**src/rtl/alu_op_decoder.sv**
```systemverilog
// RV32I decode stage: one registered output slot producing ALU select, immediate and operand controls.
// Optional macro ALU_DEC_ILLEGAL_EN adds a registered 'illegal' flag output.
module alu_op_decoder #(
  parameter int XLEN = 32
) (
  input  logic            clk,
  input  logic            rst,
  input  logic            flush,
  input  logic            in_valid,
  output logic            in_ready,
  input  logic [XLEN-1:0] instr,
  input  logic [XLEN-1:0] in_pc,
  output logic            out_valid,
  input  logic            out_ready,
  output logic [3:0]      alu_sel,
  output logic [XLEN-1:0] imm,
  output logic            op1_pc,
  output logic            op2_imm,
  output logic [4:0]      rs1,
  output logic [4:0]      rs2,
  output logic [4:0]      rd,
  output logic            reg_write,
  output logic [XLEN-1:0] out_pc
`ifdef ALU_DEC_ILLEGAL_EN
  ,
  output logic            illegal
`endif
);

  localparam logic [3:0] ALU_ADD  = 4'd0;
  localparam logic [3:0] ALU_SUB  = 4'd1;
  localparam logic [3:0] ALU_SLL  = 4'd2;
  localparam logic [3:0] ALU_SRL  = 4'd3;
  localparam logic [3:0] ALU_SRA  = 4'd4;
  localparam logic [3:0] ALU_SLT  = 4'd5;
  localparam logic [3:0] ALU_SLTU = 4'd6;
  localparam logic [3:0] ALU_XOR  = 4'd7;
  localparam logic [3:0] ALU_OR   = 4'd8;
  localparam logic [3:0] ALU_AND  = 4'd9;
  localparam logic [3:0] ALU_NOP  = 4'd10;

  localparam logic [6:0] OPC_OP     = 7'b0110011;
  localparam logic [6:0] OPC_OPIMM  = 7'b0010011;
  localparam logic [6:0] OPC_LUI    = 7'b0110111;
  localparam logic [6:0] OPC_AUIPC  = 7'b0010111;
  localparam logic [6:0] OPC_LOAD   = 7'b0000011;
  localparam logic [6:0] OPC_STORE  = 7'b0100011;
  localparam logic [6:0] OPC_BRANCH = 7'b1100011;
  localparam logic [6:0] OPC_JAL    = 7'b1101111;
  localparam logic [6:0] OPC_JALR   = 7'b1100111;
  localparam logic [6:0] OPC_FENCE  = 7'b0001111;
  localparam logic [6:0] OPC_SYSTEM = 7'b1110011;

  localparam logic [6:0] F7_BASE = 7'b0000000;
  localparam logic [6:0] F7_ALT  = 7'b0100000;

  typedef struct packed {
    logic [3:0]      alu_sel;
    logic [XLEN-1:0] imm;
    logic            op1_pc;
    logic            op2_imm;
    logic            reg_write;
    logic            illegal;
  } dec_t;

  logic [6:0]      opcode;
  logic [2:0]      funct3;
  logic [6:0]      funct7;
  logic [XLEN-1:0] imm_i, imm_s, imm_b, imm_u, imm_j, imm_sh;
  logic            load;
  dec_t            dec;

  assign opcode = instr[6:0];
  assign funct3 = instr[14:12];
  assign funct7 = instr[31:25];

  assign imm_i  = {{20{instr[31]}}, instr[31:20]};
  assign imm_s  = {{20{instr[31]}}, instr[31:25], instr[11:7]};
  assign imm_b  = {{19{instr[31]}}, instr[31], instr[7], instr[30:25], instr[11:8], 1'b0};
  assign imm_u  = {instr[31:12], 12'b0};
  assign imm_j  = {{11{instr[31]}}, instr[31], instr[19:12], instr[20], instr[30:21], 1'b0};
  // shift-immediates carry only the shamt, not the funct7 bits
  assign imm_sh = {27'b0, instr[24:20]};

  // funct3 to ALU code for the non-alternate OP/OP-IMM group
  function automatic logic [3:0] f3_alu(input logic [2:0] f3);
    case (f3)
      3'b000:  f3_alu = ALU_ADD;
      3'b001:  f3_alu = ALU_SLL;
      3'b010:  f3_alu = ALU_SLT;
      3'b011:  f3_alu = ALU_SLTU;
      3'b100:  f3_alu = ALU_XOR;
      3'b101:  f3_alu = ALU_SRL;
      3'b110:  f3_alu = ALU_OR;
      default: f3_alu = ALU_AND;
    endcase
  endfunction

  always_comb begin
    dec         = '0;
    dec.alu_sel = ALU_NOP;
    case (opcode)
      OPC_OP: begin
        dec.reg_write = 1'b1;
        if (funct7 == F7_BASE)                          dec.alu_sel = f3_alu(funct3);
        else if (funct7 == F7_ALT && funct3 == 3'b000)  dec.alu_sel = ALU_SUB;
        else if (funct7 == F7_ALT && funct3 == 3'b101)  dec.alu_sel = ALU_SRA;
        else                                            dec.illegal = 1'b1;
      end
      OPC_OPIMM: begin
        dec.reg_write = 1'b1;
        dec.op2_imm   = 1'b1;
        dec.imm       = imm_i;
        dec.alu_sel   = f3_alu(funct3);
        if (funct3 == 3'b001) begin
          dec.imm = imm_sh;
          if (funct7 != F7_BASE) dec.illegal = 1'b1;
        end else if (funct3 == 3'b101) begin
          dec.imm = imm_sh;
          if (funct7 == F7_ALT)       dec.alu_sel = ALU_SRA;
          else if (funct7 != F7_BASE) dec.illegal = 1'b1;
        end
      end
      OPC_LUI: begin
        dec.reg_write = 1'b1;
        dec.op2_imm   = 1'b1;
        dec.imm       = imm_u;
      end
      OPC_AUIPC, OPC_JAL: begin
        dec.alu_sel   = ALU_ADD;
        dec.reg_write = 1'b1;
        dec.op1_pc    = 1'b1;
        dec.op2_imm   = 1'b1;
        dec.imm       = (opcode == OPC_JAL) ? imm_j : imm_u;
      end
      OPC_LOAD: begin
        dec.alu_sel   = ALU_ADD;
        dec.reg_write = 1'b1;
        dec.op2_imm   = 1'b1;
        dec.imm       = imm_i;
      end
      OPC_STORE: begin
        dec.alu_sel = ALU_ADD;
        dec.op2_imm = 1'b1;
        dec.imm     = imm_s;
      end
      OPC_BRANCH: begin
        dec.imm = imm_b;
        case (funct3[2:1])
          2'b00:   dec.alu_sel = ALU_SUB;
          2'b10:   dec.alu_sel = ALU_SLT;
          2'b11:   dec.alu_sel = ALU_SLTU;
          default: dec.illegal = 1'b1;
        endcase
      end
      OPC_JALR: begin
        dec.alu_sel   = ALU_ADD;
        dec.reg_write = 1'b1;
        dec.op2_imm   = 1'b1;
        dec.imm       = imm_i;
        if (funct3 != 3'b000) dec.illegal = 1'b1;
      end
      OPC_FENCE, OPC_SYSTEM: ;
      default: dec.illegal = 1'b1;
    endcase
    // illegal words leave as bubbles so execute never acts on them
    if (dec.illegal) begin
      dec.alu_sel   = ALU_NOP;
      dec.imm       = '0;
      dec.op1_pc    = 1'b0;
      dec.op2_imm   = 1'b0;
      dec.reg_write = 1'b0;
    end
    if (instr[11:7] == 5'd0) dec.reg_write = 1'b0;
  end

  assign in_ready = !out_valid || out_ready;
  assign load     = in_valid && in_ready && !flush;

  always_ff @(posedge clk or posedge rst) begin
    if (rst) begin
      out_valid <= 1'b0;
      alu_sel   <= ALU_NOP;
      imm       <= '0;
      op1_pc    <= 1'b0;
      op2_imm   <= 1'b0;
      rs1       <= '0;
      rs2       <= '0;
      rd        <= '0;
      reg_write <= 1'b0;
      out_pc    <= '0;
    end else if (flush) begin
      out_valid <= 1'b0;
    end else if (load) begin
      out_valid <= 1'b1;
      alu_sel   <= dec.alu_sel;
      imm       <= dec.imm;
      op1_pc    <= dec.op1_pc;
      op2_imm   <= dec.op2_imm;
      rs1       <= instr[19:15];
      rs2       <= instr[24:20];
      rd        <= instr[11:7];
      reg_write <= dec.reg_write;
      out_pc    <= in_pc;
    end else if (out_ready) begin
      out_valid <= 1'b0;
    end
  end

`ifdef ALU_DEC_ILLEGAL_EN
  always_ff @(posedge clk or posedge rst) begin
    if (rst)                 illegal <= 1'b0;
    else if (!flush && load) illegal <= dec.illegal;
  end
`endif

endmodule

```
**config.mk**
```make
export PLATFORM = sky130hd
export DESIGN_NAME = alu_op_decoder
export DESIGN_NICKNAME = d
export VERILOG_FILES = /design/src/rtl/alu_op_decoder.sv
export SDC_FILE = /design/constraint.sdc
export NUM_CORES = 1
export LEC_CHECK = 0
export BUFFER_PORTS_ARGS = -buffer_cell sky130_fd_sc_hd__buf_2
export CAP_MARGIN = 20
export CORE_ASPECT_RATIO = 0.6
export CORE_UTILIZATION = 49
export CTS_CLUSTER_DIAMETER = 50
export CTS_CLUSTER_SIZE = 24
export DETAILED_ROUTE_END_ITERATION = 8
export GPL_ROUTABILITY_DRIVEN = 0
export GPL_TIMING_DRIVEN = 0
export MAX_ROUTING_LAYER = met4
export PLACE_DENSITY = 0.8
export SYNTH_ARGS = -nofsm -noshare
export SYNTH_HDL_FRONTEND = slang
export SYNTH_SLANG_ARGS = --single-unit
```
**constraint.sdc**
```tcl
create_clock -name clk -period 2.75 [get_ports clk]
set_input_delay 0.1375 -clock clk [delete_from_list [all_inputs] [get_ports clk]]
set_output_delay 0.1375 -clock clk [all_outputs]
set_load 0.02 [all_outputs]
```
# Word level (Yosys, flattened, before mapping)
# Index checks and enable logic that the tools add are counted.
[totals] ff_bits=87 wordCells=83 output_inout_bits=88
[op_classes] reduce_logical=22 mux=30 eq_ne=20 bitwise=1
[op_table] op="$pmux 32 s6" count=1
[op_table] op="$mux 39" count=1
[op_table] op="$mux 36" count=1
[op_table] op="$mux 32" count=1
[op_table] op="$mux 31" count=1
[op_table] op="$eq 7x6->1 const B" count=4
[op_table] op="$eq 7x7->1 const B" count=4
[op_table] op="$pmux 4 s7" count=1
[op_table] op="$reduce_or 7->1" count=3
[op_table] op="$mux 4" count=5
[op_table] op="$mux 1" count=16
[op_table] op="$pmux 4 s4" count=1
[op_table] op="$eq 7x5->1 const B" count=2
[op_table] op="$pmux 4 s3" count=1
[op_table] op="$eq 3x3->1 const B" count=3
[op_table] op="$eq 7x2->1 const B" count=1
[op_table] op="$eq 7x4->1 const B" count=1
[op_table] op="$logic_not 7->1" count=1
[op_table] op="$reduce_bool 7->1" count=1
[op_table] op="$eq 3x2->1 const B" count=2
[op_table] op="$reduce_bool 3->1" count=2
[op_table] op="$logic_not 5->1" count=1
[op_table] op="$pmux 1 s5" count=1
[op_table] op="$reduce_or 5->1" count=1
[op_table] op="other kinds (11)" count=17

# Depth between registers and ports, before layout
[depth] ltp_word=8 mapped_depth=8

# Least setup slack after synthesis
# No wires, ideal clock.
[synth_timing] path_kind="reg2reg" from="register out_valid" to="register imm[31]" slack_ns=0.812 setup_ns=0.074 arrival_ns=1.864 stages_incl_launch_ff=9 period_less_slack_ns=1.938 path_cell_list="dfrtp_1 > nor2b_1 > inv_1 > nand3b_1 > nor3_1 > nand4b_4 > a21o_4 > buf_6 > o21ai_2"
[synth_between] elab_chain_len=5
[synth_lines] element="from (decl)" line_no="13" text="output logic out_valid,"
[synth_lines] element="from (signal assigned)" line_no="182" text="out_valid <= 1'b0;"
[synth_lines] element="from (signal assigned)" line_no="193" text="out_valid <= 1'b0;"
[synth_lines] element="from (signal assigned)" line_no="195" text="out_valid <= 1'b1;"
[synth_lines] element="$logic_not 1->1" line_no="177" text="assign in_ready = !out_valid || out_ready;"
[synth_lines] element="$logic_or 1x1->1" line_no="177"
[synth_lines] element="named net in_ready" line_no="10" text="output logic in_ready,"
[synth_lines] element="$logic_and 1x1->1 (2 in a row)" line_no="178" text="assign load = in_valid && in_ready && !flush;"
[synth_lines] element="$reduce_and 2->1 (no line)"
[synth_lines] element="to (signal assigned)" line_no="197" text="imm <= dec.imm;"
[synth_lines] element="to (decl)" line_no="16" text="output logic [XLEN-1:0] imm,"
# The timed path passes the listed nets, and every way through them passes these cells.
# A chain may end at the register's enable or synchronous reset.

# Worst setup path in the final report
[layout_timing] from="register out_valid" to="register out_pc[2]"
[layout_between] elab_chain_len=5
[layout_lines] element="$logic_not 1->1" line_no="177"
[layout_lines] element="$logic_or 1x1->1" line_no="177"
[layout_lines] element="$logic_and 1x1->1 (2 in a row)" line_no="178"
[layout_lines] element="$reduce_and 2->1 (no line)"
[layout_lines] element="to (signal assigned)" line_no="204" text="out_pc <= in_pc;"
[layout_lines] element="to (decl)" line_no="23" text="output logic [XLEN-1:0] out_pc"
# No other way between the ends.

==> impl_summary.log <==
INFO  metric postSynthRegisterBits = 87
INFO  metric clk_pin_slew_worst_paths = 0.06 ns
INFO  metric mostFrequentLayoutCell = sky130_fd_sc_hd__nand2_1
INFO  metric slew_violations = 0
INFO  metric grt.overflow.total = 0
INFO  metric worst-endpoint-required = 3.02 ns
INFO  metric power.leakage = 2.97 nW
INFO  metric fin_worst_skew = 0.00588 ns
INFO  metric die_width = 121 microns
INFO  metric largest_net_degree_at_the_start_of_global_routing = 53
INFO  metric initial_drc_count = 247
INFO  metric fmax = 454 MHz
INFO  metric number_of_placed_instances_with_taps_included = 732
INFO  metric fin_total_pwr = 3.24 mW
INFO  metric top_library_cells_by_usage_in_the_layout_fill_and_taps_aside = 182 x sky130_fd_sc_hd__nand2_1, 160 x sky130_fd_sc_hd__buf_2, 85 x sky130_fd_sc_hd__dfrtp_1
INFO  metric worst_slew_margin_rel = 0.456
INFO  metric routed_wirelength = 12.4 mm
INFO  metric time_the_worst_path_needs_with_i_o_delays_and_setup = 2.20 ns
INFO  metric tritoncts = yes
INFO  metric final_min_period_over_clock_period = 0.801
INFO  metric die-area = 8830 sq um
INFO  metric detail_route.drc_violations = 0
INFO  metric cap_violations = 0
INFO  metric initial_core_util = 0.515
INFO  metric grt_setup_unrepaired = false
INFO  metric worst-setup-path-type = flop to flop
INFO  metric fin_worst_hold_slack = 0.0127 ns
INFO  metric synth.yosys.warnings = 0
INFO  metric cts_inserted_buffers = 9
INFO  metric worst_hold_path_class = input port to flop
INFO  metric worst_pin_slew = 0.816 ns
INFO  metric drive_gt1_frac = 0.316
INFO  metric fin_tns_setup = 0 ns
INFO  metric power_density = 577 nW/um^2
INFO  metric worstPathMaxFanout = 10
INFO  metric first_pass_grt_wire_length = 19.9 mm
INFO  metric floorplan.core_area = 8040 sq um
INFO  metric vias = 4,157
INFO  metric hold_path.startpoint = in_pc[24]
INFO  metric wl_per_cell = 16.1 microns
INFO  metric htree_levels = 3
INFO  metric io-pin-count = 157
INFO  metric layout.area.seq = 2180 sq um
INFO  metric result_of_the_run = completed
INFO  metric timing.reg2reg.worst_path_depth = 6
INFO  metric cts.path.max_buffers = 2
INFO  metric rows = 25
INFO  metric rrSetupSlack = 0.55 ns
INFO  metric worstPathArrival = 2.48 ns
INFO  metric tritoncts_num_sinks = 87
INFO  metric port_buffers = 152
INFO  metric postSynthAreaPerCell = 8.79 sq um
INFO  metric regToRegStartpoint = out_valid$_DFFE_PP0P_
INFO  metric nets = 730
INFO  metric mappedNetlistNets = 540
INFO  metric ant_nets = 0
INFO  metric report.final.setup_viol = 0
INFO  metric synth_cells = 471
INFO  metric syn_std_cell_area = 4140 sq um
INFO  metric hold_path_depth = 3
INFO  metric synth_edf_count = 0
INFO  metric final.fill_count = 659
INFO  metric holdPathEnd = out_pc[24]$_DFFE_PP0P_
INFO  metric yosys_most_used_dff = sky130_fd_sc_hd__dfrtp_1
INFO  metric antenna-diode-count = 0
INFO  metric fp.dieH = 73.2 microns
INFO  metric irDropWorstVdd = 0.414 mV
INFO  metric synthToLayoutAreaGrowth = 35.7%
INFO  metric r2r-end = out_pc[2]$_DFFE_PP0P_
INFO  metric finalHoldViolCount = 0
INFO  metric first_global_vias = 4,022
INFO  metric grtUsageTotal = 0.310
INFO  metric crit_path_end_kind = flop
INFO  metric detail_route.first_pass.iterations = 5
INFO  metric insertion_delay = 0.33 ns
INFO  metric proportion_of_synthesized_chip_area_in_sequential_cells = 0.526
INFO  metric setup.worst_path.start_class = flop
INFO  metric antenna_found_initial = 0
INFO  metric layout.cells.non_filler = 773
INFO  metric hpwl = 9.05 mm
INFO  metric yosysUniqueCellTypes = 51
INFO  metric multi_input_area = 1800 sq um
INFO  metric post_cts_repair_resize_count = 0
INFO  metric cts-root-buf = sky130_fd_sc_hd__clkbuf_16
INFO  metric vias_per_cell = 5.38
INFO  metric fraction_of_registers_with_async_set_reset = 1.00
## registers in the layout (all words and copies together), names as in the netlist
name,count
alu_sel,4
imm,32
op1_pc,1
op2_imm,1
out_pc,32
out_valid,1
rd,5
reg_write,1
rs1,5
rs2,5
## stage by stage
step | setup slack, ns | area, sq um | utilization
2_1_floorplan | 0.366 | 4140 | -
3_3_place_gp | -0.583 | 5040 | 0.626
3_5_place_dp | 0.542 | 5070 | 0.630
4_1_cts | 0.538 | 5620 | 0.699
5_1_grt | 0.321 | 5620 | 0.699
6_report | 0.546 | 5620 | 0.699
## cell families after synthesis
group	synth area share
muxes	0.00242
buffers and inverters	0.0387
AOI/OAI and AO/OA	0.181
DFF	0.526
and+or+nand+nor	0.249
xor gates and xnor gates	0.00212
## worst max path at each step
| stage | endpoint | cells after the start | startpoint |
|---|---|---|---|
| global placement | imm[6]$_DFFE_PP0P_ | 2 | rst |
| CTS | out_pc[2]$_DFFE_PP0P_ | 6 | out_valid$_DFFE_PP0P_ |
| floorplan | alu_sel[0]$_DFFE_PP0P_ | 1 | rst |
| global route | out_pc[5]$_DFFE_PP0P_ | 6 | out_valid$_DFFE_PP0P_ |
| finish | out_pc[2]$_DFFE_PP0P_ | 6 | out_valid$_DFFE_PP0P_ |
| detailed placement | out_pc[2]$_DFFE_PP0P_ | 6 | out_valid$_DFFE_PP0P_ |
## routing by layer
layer,GRT usage,vias to the layer above,wire length (microns)
met5,-,-,0
met3,0.0938,21,1230
li1,-,1970,-
met2,0.462,238,5440
met4,0.0947,0,197
met1,0.408,1928,5550
## synthesized netlist by cell type (3+ instances only)
library cell               number  area, sq um
sky130_fd_sc_hd__a22oi_1        4         30.0
sky130_fd_sc_hd__a32o_1         6         60.1
sky130_fd_sc_hd__a31oi_1        4         25.0
sky130_fd_sc_hd__o21ai_2       20          175
sky130_fd_sc_hd__a21oi_1       32          160
sky130_fd_sc_hd__clkbuf_1      13         48.8
sky130_fd_sc_hd__o21ai_0       18         90.1
sky130_fd_sc_hd__nor3_1         3         15.0
sky130_fd_sc_hd__nor2_1        20         75.1
sky130_fd_sc_hd__and3_1         4         25.0
sky130_fd_sc_hd__buf_1          5         18.8
sky130_fd_sc_hd__inv_1          6         22.5
sky130_fd_sc_hd__nand3_1        7         35.0
sky130_fd_sc_hd__dfrtp_1       85         2130
sky130_fd_sc_hd__buf_2          8         40.0
sky130_fd_sc_hd__nor2b_1        4         25.0
sky130_fd_sc_hd__nand2_1      182          683
sky130_fd_sc_hd__nand2b_1       6         37.5
## timing repair
| item | in CTS | in global routing |
|---|---|---|
| buffers inserted | 0 | 0 |
| hold endpoints to repair | 60 | 0 |
| hold buffers | 26 | 0 |
## power breakdown
group          internal (mW)  total, mW  switching, mW
Combinational          0.210      0.611          0.401
Sequential              1.38       1.44         0.0528
Clock                  0.724       1.19          0.467
## area by class of cell
| type | instances | area share |
|---|---|---|
| clock buffers | 12 | 0.0439 |
| plain buffers | 29 | 0.0245 |
| well taps | 108 | 0.0241 |
| flip-flops and latches | 87 | 0.388 |
| multi-input cells | 349 | 0.321 |
| inverters | 6 | 0.00446 |
| repair buffers | 179 | 0.187 |
| clock inverters | 3 | 0.00780 |
## worst max-delay path: stages, from the launching register on
cell	delay [ns]
sky130_fd_sc_hd__dfrtp_1	0.37
sky130_fd_sc_hd__nor2b_1	0.15
sky130_fd_sc_hd__nor3b_1	0.50
sky130_fd_sc_hd__clkbuf_1	0.54
sky130_fd_sc_hd__clkbuf_1	0.40
sky130_fd_sc_hd__nand2_1	0.11
sky130_fd_sc_hd__nand2_1	0.07
(Power assumes the default switching activity.)
